--- config.mk ---
export PLATFORM = sky130hd
export DESIGN_NAME = m_trigger
export DESIGN_NICKNAME = d
export VERILOG_FILES = /design/src/rtl/m_trigger.sv
export SDC_FILE = /design/constraint.sdc
export NUM_CORES = 1
export LEC_CHECK = 0
export CAP_MARGIN = 10
export CORE_MARGIN = 3
export CORE_UTILIZATION = 40
export DETAILED_ROUTE_END_ITERATION = 6
export SLEW_MARGIN = 20
export SYNTH_ARGS = -nofsm -noshare
export SYNTH_HDL_FRONTEND = slang
export SYNTH_SLANG_ARGS = --single-unit
--- constraint.sdc ---
create_clock -name clk -period 8.8 [get_ports clk]
set_input_delay 1.76 -clock clk [delete_from_list [all_inputs] [get_ports clk]]
set_output_delay 1.76 -clock clk [all_outputs]
set_load 0.01 [all_outputs]
--- src/rtl/m_trigger.sv ---
// -----------------------------------------------------------------------------
// m_trigger
//   Capture-buffer write sequencer that sits behind m_finder. After an arm it
//   writes pre_count samples unconditionally (PRE), keeps writing while it
//   waits for a qualifying slope event (WAIT), marks the sample written in the
//   event cycle as the trigger sample, writes post_count further samples
//   (POST) and then parks in DONE until re-armed. The write pointer runs
//   modulo the buffer depth, so the buffer behaves as a ring.
//
// Ports
//   clk         sole clock, rising edge
//   rst_n       asynchronous active-low reset
//   in          sample stream (m_finder output), aligned with positive/negative
//   positive    rising-slope event
//   negative    falling-slope event
//   arm         level; starts a capture when sampled high in IDLE or DONE
//   abort       level; returns the block to IDLE, beats arm and trigger
//   mode        00 positive, 01 negative, 10 either, 11 auto (either or timeout)
//   pre_count   samples written before events are accepted
//   post_count  samples written after the trigger sample
//   wr_en       buffer write strobe
//   wr_addr     buffer write address
//   wr_data     buffer write data (sample of the previous cycle)
//   trig_addr   address the trigger sample was written to
//   busy        high in PRE, WAIT, POST
//   done        high in DONE
//   forced      high in DONE when the trigger came from the auto timeout
// -----------------------------------------------------------------------------
module m_trigger #(
    parameter int WIDTH        = 8,
    parameter int ADDR_WIDTH   = 10,
    parameter int AUTO_TIMEOUT = 1000
) (
    input  logic                  clk,
    input  logic                  rst_n,
    input  logic [WIDTH-1:0]      in,
    input  logic                  positive,
    input  logic                  negative,
    input  logic                  arm,
    input  logic                  abort,
    input  logic [1:0]            mode,
    input  logic [ADDR_WIDTH-1:0] pre_count,
    input  logic [ADDR_WIDTH-1:0] post_count,
    output logic                  wr_en,
    output logic [ADDR_WIDTH-1:0] wr_addr,
    output logic [WIDTH-1:0]      wr_data,
    output logic [ADDR_WIDTH-1:0] trig_addr,
    output logic                  busy,
    output logic                  done,
    output logic                  forced
);

    // The phase counter has to reach both the largest pre/post count and the
    // auto timeout, whichever is bigger.
    localparam int DEPTH = 1 << ADDR_WIDTH;
    localparam int CMAX  = (AUTO_TIMEOUT > DEPTH) ? AUTO_TIMEOUT : DEPTH;
    localparam int CNT_W = $clog2(CMAX) + 1;

    localparam logic [CNT_W-1:0]      CNT_ONE   = CNT_W'(1);
    localparam logic [CNT_W-1:0]      CNT_TMO   = CNT_W'(AUTO_TIMEOUT - 1);
    localparam logic [ADDR_WIDTH-1:0] ADDR_ONE  = ADDR_WIDTH'(1);
    localparam logic [ADDR_WIDTH-1:0] ADDR_ZERO = '0;

    localparam logic [1:0] MODE_POS  = 2'b00;
    localparam logic [1:0] MODE_NEG  = 2'b01;
    localparam logic [1:0] MODE_AUTO = 2'b11;

    typedef enum logic [2:0] {
        ST_IDLE,
        ST_PRE,
        ST_WAIT,
        ST_POST,
        ST_DONE
    } state_t;

    state_t                  state, state_nx;
    logic [CNT_W-1:0]        cnt, cnt_nx;
    logic [1:0]              mode_l, mode_l_nx;
    logic [ADDR_WIDTH-1:0]   pre_l, pre_l_nx;
    logic [ADDR_WIDTH-1:0]   post_l, post_l_nx;
    logic                    fpend, fpend_nx;

    logic [ADDR_WIDTH-1:0]   wr_addr_nx;
    logic [WIDTH-1:0]        wr_data_nx;
    logic [ADDR_WIDTH-1:0]   trig_addr_nx;
    logic                    wr_en_nx, busy_nx, done_nx, forced_nx;

    logic                    hit;
    logic                    timeout;

    function automatic logic busy_state(input state_t s);
        return (s == ST_PRE) || (s == ST_WAIT) || (s == ST_POST);
    endfunction

    // Slope qualification against the mode latched at arm time.
    always_comb begin
        hit = 1'b0;
        case (mode_l)
            MODE_POS: hit = positive;
            MODE_NEG: hit = negative;
            default:  hit = positive | negative;
        endcase
    end

    assign timeout = (mode_l == MODE_AUTO) && (cnt == CNT_TMO);

    // Next-state and next-output logic. Every output is a register, so the
    // output values for the coming cycle are derived from state_nx.
    always_comb begin
        state_nx     = state;
        cnt_nx       = cnt;
        mode_l_nx    = mode_l;
        pre_l_nx     = pre_l;
        post_l_nx    = post_l;
        fpend_nx     = fpend;
        wr_addr_nx   = wr_addr;
        trig_addr_nx = trig_addr;

        case (state)
            ST_IDLE, ST_DONE: begin
                if (arm) begin
                    mode_l_nx  = mode;
                    pre_l_nx   = pre_count;
                    post_l_nx  = post_count;
                    fpend_nx   = 1'b0;
                    cnt_nx     = '0;
                    wr_addr_nx = ADDR_ZERO;
                    state_nx   = (pre_count == ADDR_ZERO) ? ST_WAIT : ST_PRE;
                end
            end

            ST_PRE: begin
                wr_addr_nx = wr_addr + ADDR_ONE;
                if (cnt == CNT_W'(pre_l) - CNT_ONE) begin
                    cnt_nx   = '0;
                    state_nx = ST_WAIT;
                end else begin
                    cnt_nx = cnt + CNT_ONE;
                end
            end

            ST_WAIT: begin
                wr_addr_nx = wr_addr + ADDR_ONE;
                if (hit || timeout) begin
                    // The write happening in this cycle is the trigger sample;
                    // a real event beats a simultaneous timeout.
                    trig_addr_nx = wr_addr;
                    fpend_nx     = ~hit;
                    cnt_nx       = '0;
                    state_nx     = (post_l == ADDR_ZERO) ? ST_DONE : ST_POST;
                end else if (mode_l == MODE_AUTO) begin
                    // Only auto mode counts, so other modes can wait forever
                    // without the counter wrapping.
                    cnt_nx = cnt + CNT_ONE;
                end
            end

            ST_POST: begin
                wr_addr_nx = wr_addr + ADDR_ONE;
                if (cnt == CNT_W'(post_l) - CNT_ONE) begin
                    cnt_nx   = '0;
                    state_nx = ST_DONE;
                end else begin
                    cnt_nx = cnt + CNT_ONE;
                end
            end

            default: begin
                state_nx = ST_IDLE;
                cnt_nx   = '0;
            end
        endcase

        // Abort overrides everything above except trig_addr, which keeps the
        // last recorded trigger position.
        if (abort) begin
            state_nx     = ST_IDLE;
            cnt_nx       = '0;
            fpend_nx     = 1'b0;
            wr_addr_nx   = wr_addr;
            trig_addr_nx = trig_addr;
        end

        wr_en_nx   = busy_state(state_nx);
        busy_nx    = busy_state(state_nx);
        done_nx    = (state_nx == ST_DONE);
        forced_nx  = (state_nx == ST_DONE) && fpend_nx;
        wr_data_nx = busy_state(state_nx) ? in : wr_data;
    end

    always_ff @(posedge clk or negedge rst_n) begin
        if (!rst_n) begin
            state     <= ST_IDLE;
            cnt       <= '0;
            mode_l    <= '0;
            pre_l     <= '0;
            post_l    <= '0;
            fpend     <= 1'b0;
            wr_en     <= 1'b0;
            wr_addr   <= '0;
            wr_data   <= '0;
            trig_addr <= '0;
            busy      <= 1'b0;
            done      <= 1'b0;
            forced    <= 1'b0;
        end else begin
            state     <= state_nx;
            cnt       <= cnt_nx;
            mode_l    <= mode_l_nx;
            pre_l     <= pre_l_nx;
            post_l    <= post_l_nx;
            fpend     <= fpend_nx;
            wr_en     <= wr_en_nx;
            wr_addr   <= wr_addr_nx;
            wr_data   <= wr_data_nx;
            trig_addr <= trig_addr_nx;
            busy      <= busy_nx;
            done      <= done_nx;
            forced    <= forced_nx;
        end
    end

endmodule

==> results <==
- The run finished with clean final reports.
- The cell at the slowest stage of the critical path is sky130_fd_sc_hd__nor2_1.
- The number of global-route vias before repair came to ~3.2k.
- After filler insertion, the fill cell instance count of the layout stands at 886.
- The capturing point of the worst reg2reg path is wr_data[1].
- The leakage power is about 2.1 nW.
- The worst path buffer plus inverter count is 1.
- The share of total power in sequential cells is around 45%.
- In this run the register-to-register setup slack is roughly 5.4 ns.
- Summed over all failing endpoints, the final setup total negative slack is 0 ns.
- The critical path is of the in2reg type.
- The sink count of the clock tree is slightly below 70.
- The most repeated library cell on the critical path is sky130_fd_sc_hd__nor2_1.
- Synthesis produced a netlist with a net count of between 400 and 500.
- The clock tree from TritonCTS is done.
- The final-report max-slew violation count is 0.
- Power spread over the standard cell area amounts to between 150 and 200 nW/um^2.
- The clock tree root driver cell is sky130_fd_sc_hd__clkbuf_8.
- Clock tree synthesis inserted a total of 9 buffers.
- The number of placement rows is 35.
- In the post-synthesis netlist, the biggest area contributors are sky130_fd_sc_hd__dfrtp_1, sky130_fd_sc_hd__nand2_1, sky130_fd_sc_hd__xnor2_1, sky130_fd_sc_hd__nor2_1, sky130_fd_sc_hd__mux2_4.
- The post-synthesis sequential area ratio is a little over two fifths.
- Of all flip-flops after synthesis, the portion carrying an async set or reset was between 90% and 100%.
- For this run, the detailed router's first-pass iteration total came to 4.
- In the routed design, unresolved DRC markers number 0.
- The number of hold violations in the final report came to 0.
- The design internal power is roughly 600 uW.
- The maximum fanout along the worst path is 10.
- The die is around 100 um wide.
- The HPWL after detailed placement is between 6 and 7 mm.
- Buffers inserted to repair hold after CTS numbered 0.
- Data on the critical path is required at its endpoint by around 9 ns.
- The source of the worst register-to-register timing path is post_l[0].
- For this design the top-level I/O count stands at 68.
- The detailed router placed roughly 3.2k vias in this run.
- The total routed wirelength is 9.19 mm.
- The synthesized area divided by synthesized cell count is between 9 and 10 um^2.
- The depth of the CTS H-tree is 3.
- On the worst path, the slowest cell contributes a delay of roughly 0.7 ns.
- The routability-driven placement congestion ratio is about 0.81.
- The proportion of netlist area held by the largest area contributor is between 40 and 50%.
- The critical path goes through clkdlybuf4s50_1 > o21a_1 > nor2_1 > a21oi_1 > o21ai_0 > nor2_1 > mux2_2.
- The biggest area consumer among synthesized cells is sky130_fd_sc_hd__dfrtp_1.
- The area enclosed by the die boundary is about 11000 um^2.
- The number of antenna violations at the first check in global routing is 0.
- The maximum clock path buffer count is 2.
- Synthesis inferred 68 register bits.
- The data arrival time at the worst-slack endpoint is between 3 and 4 ns.
- The total congestion overflow is 0.
- The number of buffer cells added on primary ports is 67.
- Clock latency on the worst-skew pair, taken at its later pin, is approximately 0.36 ns.
- The area growth from synthesis to layout is 24.4%.
- Following the worst setup path forward leads to its endpoint at trig_addr[5].
- The number of cells on the worst reg-to-reg path is 9.
- The post-CTS repair timing setup buffer count is 0.
- The initial detailed-routing violation count is approximately 110.
- During synthesis, Yosys emitted a total of 0 warnings.
- The transition time at the pin with the least slew margin is approximately 1 ns.
- Entering global routing, the biggest net connects 69 pins.
- The detail route stage leaves a number of antenna-violating nets equal to 0.
- In this run the number of cells on the critical path is 7.
- The minimum setup slack in the final design is 5.16 ns.
- Counting flops with a built-in enable in the synthesized netlist gives 0.
- The mapped cell area is approximately 3900 um^2.
- The net switching power of the design is approximately 270 uW.
- Setup violations remaining at the end of the flow were counted as 0.
- For the finished layout, the period the worst path requires is 3.64 ns.
- The path category of the worst min-delay check is reg2reg.
- The die height is 105 um.
- The fraction of layout cells with a size suffix above 1 is between 10% and 20%.
- The initial utilization of the core area, before any placement, comes to a little over two fifths.
- The clock transition time at the flip-flop clock pins of the worst setup and hold paths is approximately 0.08 ns.
- The repair_antennas step left the layout with diodes totalling 0.
- Using the TritonRoute via totals, the vias-per-cell ratio works out to 5.26.
- Yosys mapped the design onto 63 distinct sky130hd cell types.
- Once the clock tree was built, the resizer swapped 0 gates to a different size.
- The net count of the finished layout is about 520.
- The wire length of the first global-routing pass is about 16 mm.
- The family with the most delay on the worst path is simple AND/OR/NAND/NOR gates.
- Per report_power, the combinational group accounts for approximately a quarter of the total.
- STA classifies the critical path startpoint as an input port.
- The tool flagged a number of max-cap violations equal to 0.
- The worst path uses 41.4% of the clock period.
- The net switching share of the total power is roughly a third.
- Across the VDD grid, the largest voltage drop is approximately 0.076 mV.
- Headroom to the max-slew limit came out at about a third.
- Dividing the detail-routed wire length by the instance count gives 15.1 um.
- The synthesized instance count is 417.
- STA classifies the critical path endpoint as a flop.
- The core area is slightly above 9000 um^2.
- The startpoint of the worst setup timing path is negative.
- Among all flip-flop cells after synthesis, the most frequent one is sky130_fd_sc_hd__dfrtp_1.
- The clock network accounts for about a third of the total power.
- The global-route usage over all layers is about 17%.
- Timing analysis after detailed placement gives a worst setup slack of ~4.8 ns.
- The worst clock skew is 0.0101 ns.
- Based on the critical path, the design can be clocked at up to 274 MHz.
- Setup repair after global routing left no endpoint under its margin.
==> power by group through the flow <==
stage	clock (mW)	sequential, mW	combinational (mW)
2_1_floorplan	0	0.386	0.127
3_3_place_gp	0	0.391	0.199
3_5_place_dp	0	0.393	0.203
4_1_cts	0.280	0.387	0.205
5_1_grt	0.290	0.393	0.227
6_report	0.272	0.386	0.202
==> registers in the layout, indices dropped and copies added (netlist names) <==
signal     count
cnt           11
wr_data        8
mode_l         2
forced         1
trig_addr     10
post_l        10
wr_addr       10
fpend          1
done           1
state          3
busy           1
pre_l         10
==> layout make-up <==
type / count / area, um^2 / share of cell area, %
Clock inverter: 7 / 82.6 / 1.71
Sequential cell: 68 / 1700 / 35.2
Timing Repair Buffer: 68 / 673 / 13.9
Inverter: 7 / 26.3 / 0.543
Multi-Input combinational cell: 321 / 2070 / 42.8
Clock buffer: 9 / 124 / 2.56
Tap cell: 129 / 161 / 3.34
==> metrics by stage <==
stage	instance area [um^2]	power [mW]	instances	hold slack [ns]	util, %
after floorplan	3890	0.513	417	0.502	-
after global placement	4630	0.590	593	0.490	49.7
after detailed placement	4630	0.596	593	0.492	49.7
after CTS	4840	0.871	609	0.515	51.9
after global routing	4840	0.910	609	0.528	51.9
final	4840	0.861	609	0.510	51.9
==> logic make-up (layout without fill, tap and decap cells) <==
family          count (synthesis)  after routing  share of synthesized area, %
buf+inv                        28             91                          3.02
compound gates                 69             69                          13.5
simple gates                  197            197                          24.8
mux                            19             19                          6.24
xor+xnor                       32             32                          7.40
fa+ha+maj                       4              4                          1.29
flops                          68             68                          43.7
==> routing by layer <==
| layer | GRT usage (%) | part of all wire, % | vias to the layer above |
|---|---|---|---|
| met5 | 0 | 0 | - |
| li1 | - | - | 1580 |
| met2 | 29.4 | 47 | 79 |
| met1 | 22.7 | 46 | 1529 |
| met4 | 5.34 | 1.4 | 0 |
| met3 | 3.40 | 4.9 | 14 |
==> synth_stat cells (all sizes together) (3+ instances only) <==
| master | number |
|---|---|
| xnor2 | 22 |
| mux2 | 18 |
| or4 | 5 |
| xor2 | 10 |
| o2bb2ai | 4 |
| a31oi | 8 |
| or3 | 4 |
| buf | 4 |
| o211ai | 3 |
| nor3 | 12 |
| nand4 | 6 |
| nand2b | 4 |
| ha | 4 |
| o21a | 4 |
| a21oi | 10 |
| inv | 7 |
| o21ai | 15 |
| and3 | 11 |
| dfrtp | 68 |
| or2 | 7 |
| nand3 | 9 |
| clkbuf | 17 |
| nand2 | 79 |
| nor2 | 38 |
| o41ai | 4 |
| nor4 | 5 |
==> how the worst min path moves through the flow <==
stage                     slack [ns]       start          to  depth (start not counted)
after floorplan                 0.50   post_l[9]   post_l[9]                          2
after global placement          0.49  wr_data[5]  wr_data[5]                          1
after detailed placement        0.49  wr_data[0]  wr_data[0]                          1
after CTS                       0.52  wr_data[2]  wr_data[2]                          1
after global routing            0.53  wr_data[0]  wr_data[0]                          1
final                           0.51  wr_data[2]  wr_data[2]                          1
==> layout by cell type, fill, tap and decap left out, types with 3 or more instances in the layout <==
cell type and n:
sky130_fd_sc_hd__nand2_1 79, sky130_fd_sc_hd__o41ai_1 3, sky130_fd_sc_hd__nor4_1 5, sky130_fd_sc_hd__mux2_4 8, sky130_fd_sc_hd__nand2b_1 4, sky130_fd_sc_hd__or3_1 3, sky130_fd_sc_hd__or4_1 4, sky130_fd_sc_hd__o211ai_1 3
sky130_fd_sc_hd__clkdlybuf4s50_1 66, sky130_fd_sc_hd__nand4_1 6, sky130_fd_sc_hd__and3_1 11, sky130_fd_sc_hd__inv_1 7, sky130_fd_sc_hd__a31oi_1 7, sky130_fd_sc_hd__xor2_1 10, sky130_fd_sc_hd__nand3_1 9, sky130_fd_sc_hd__mux2_2 10
sky130_fd_sc_hd__nor2_1 38, sky130_fd_sc_hd__clkbuf_8 9, sky130_fd_sc_hd__a21oi_1 10, sky130_fd_sc_hd__o2bb2ai_1 4, sky130_fd_sc_hd__o21a_1 4, sky130_fd_sc_hd__ha_1 4, sky130_fd_sc_hd__o21ai_0 15, sky130_fd_sc_hd__nor3_1 12
sky130_fd_sc_hd__or2_2 7, sky130_fd_sc_hd__dfrtp_1 68, sky130_fd_sc_hd__xnor2_1 21
==> worst register-to-register path, stage by stage, from the launching register on <==
cell,delay (ns)
sky130_fd_sc_hd__dfrtp_1,0.47
sky130_fd_sc_hd__inv_1,0.10
sky130_fd_sc_hd__ha_1,0.22
sky130_fd_sc_hd__nor4b_2,0.46
sky130_fd_sc_hd__nand2_1,0.16
sky130_fd_sc_hd__o41ai_1,0.37
sky130_fd_sc_hd__a311oi_2,0.12
sky130_fd_sc_hd__o41ai_4,0.73
sky130_fd_sc_hd__a31oi_4,0.30
sky130_fd_sc_hd__mux2_4,0.38
No activity file was read; power rests on OpenSTA's default activity.
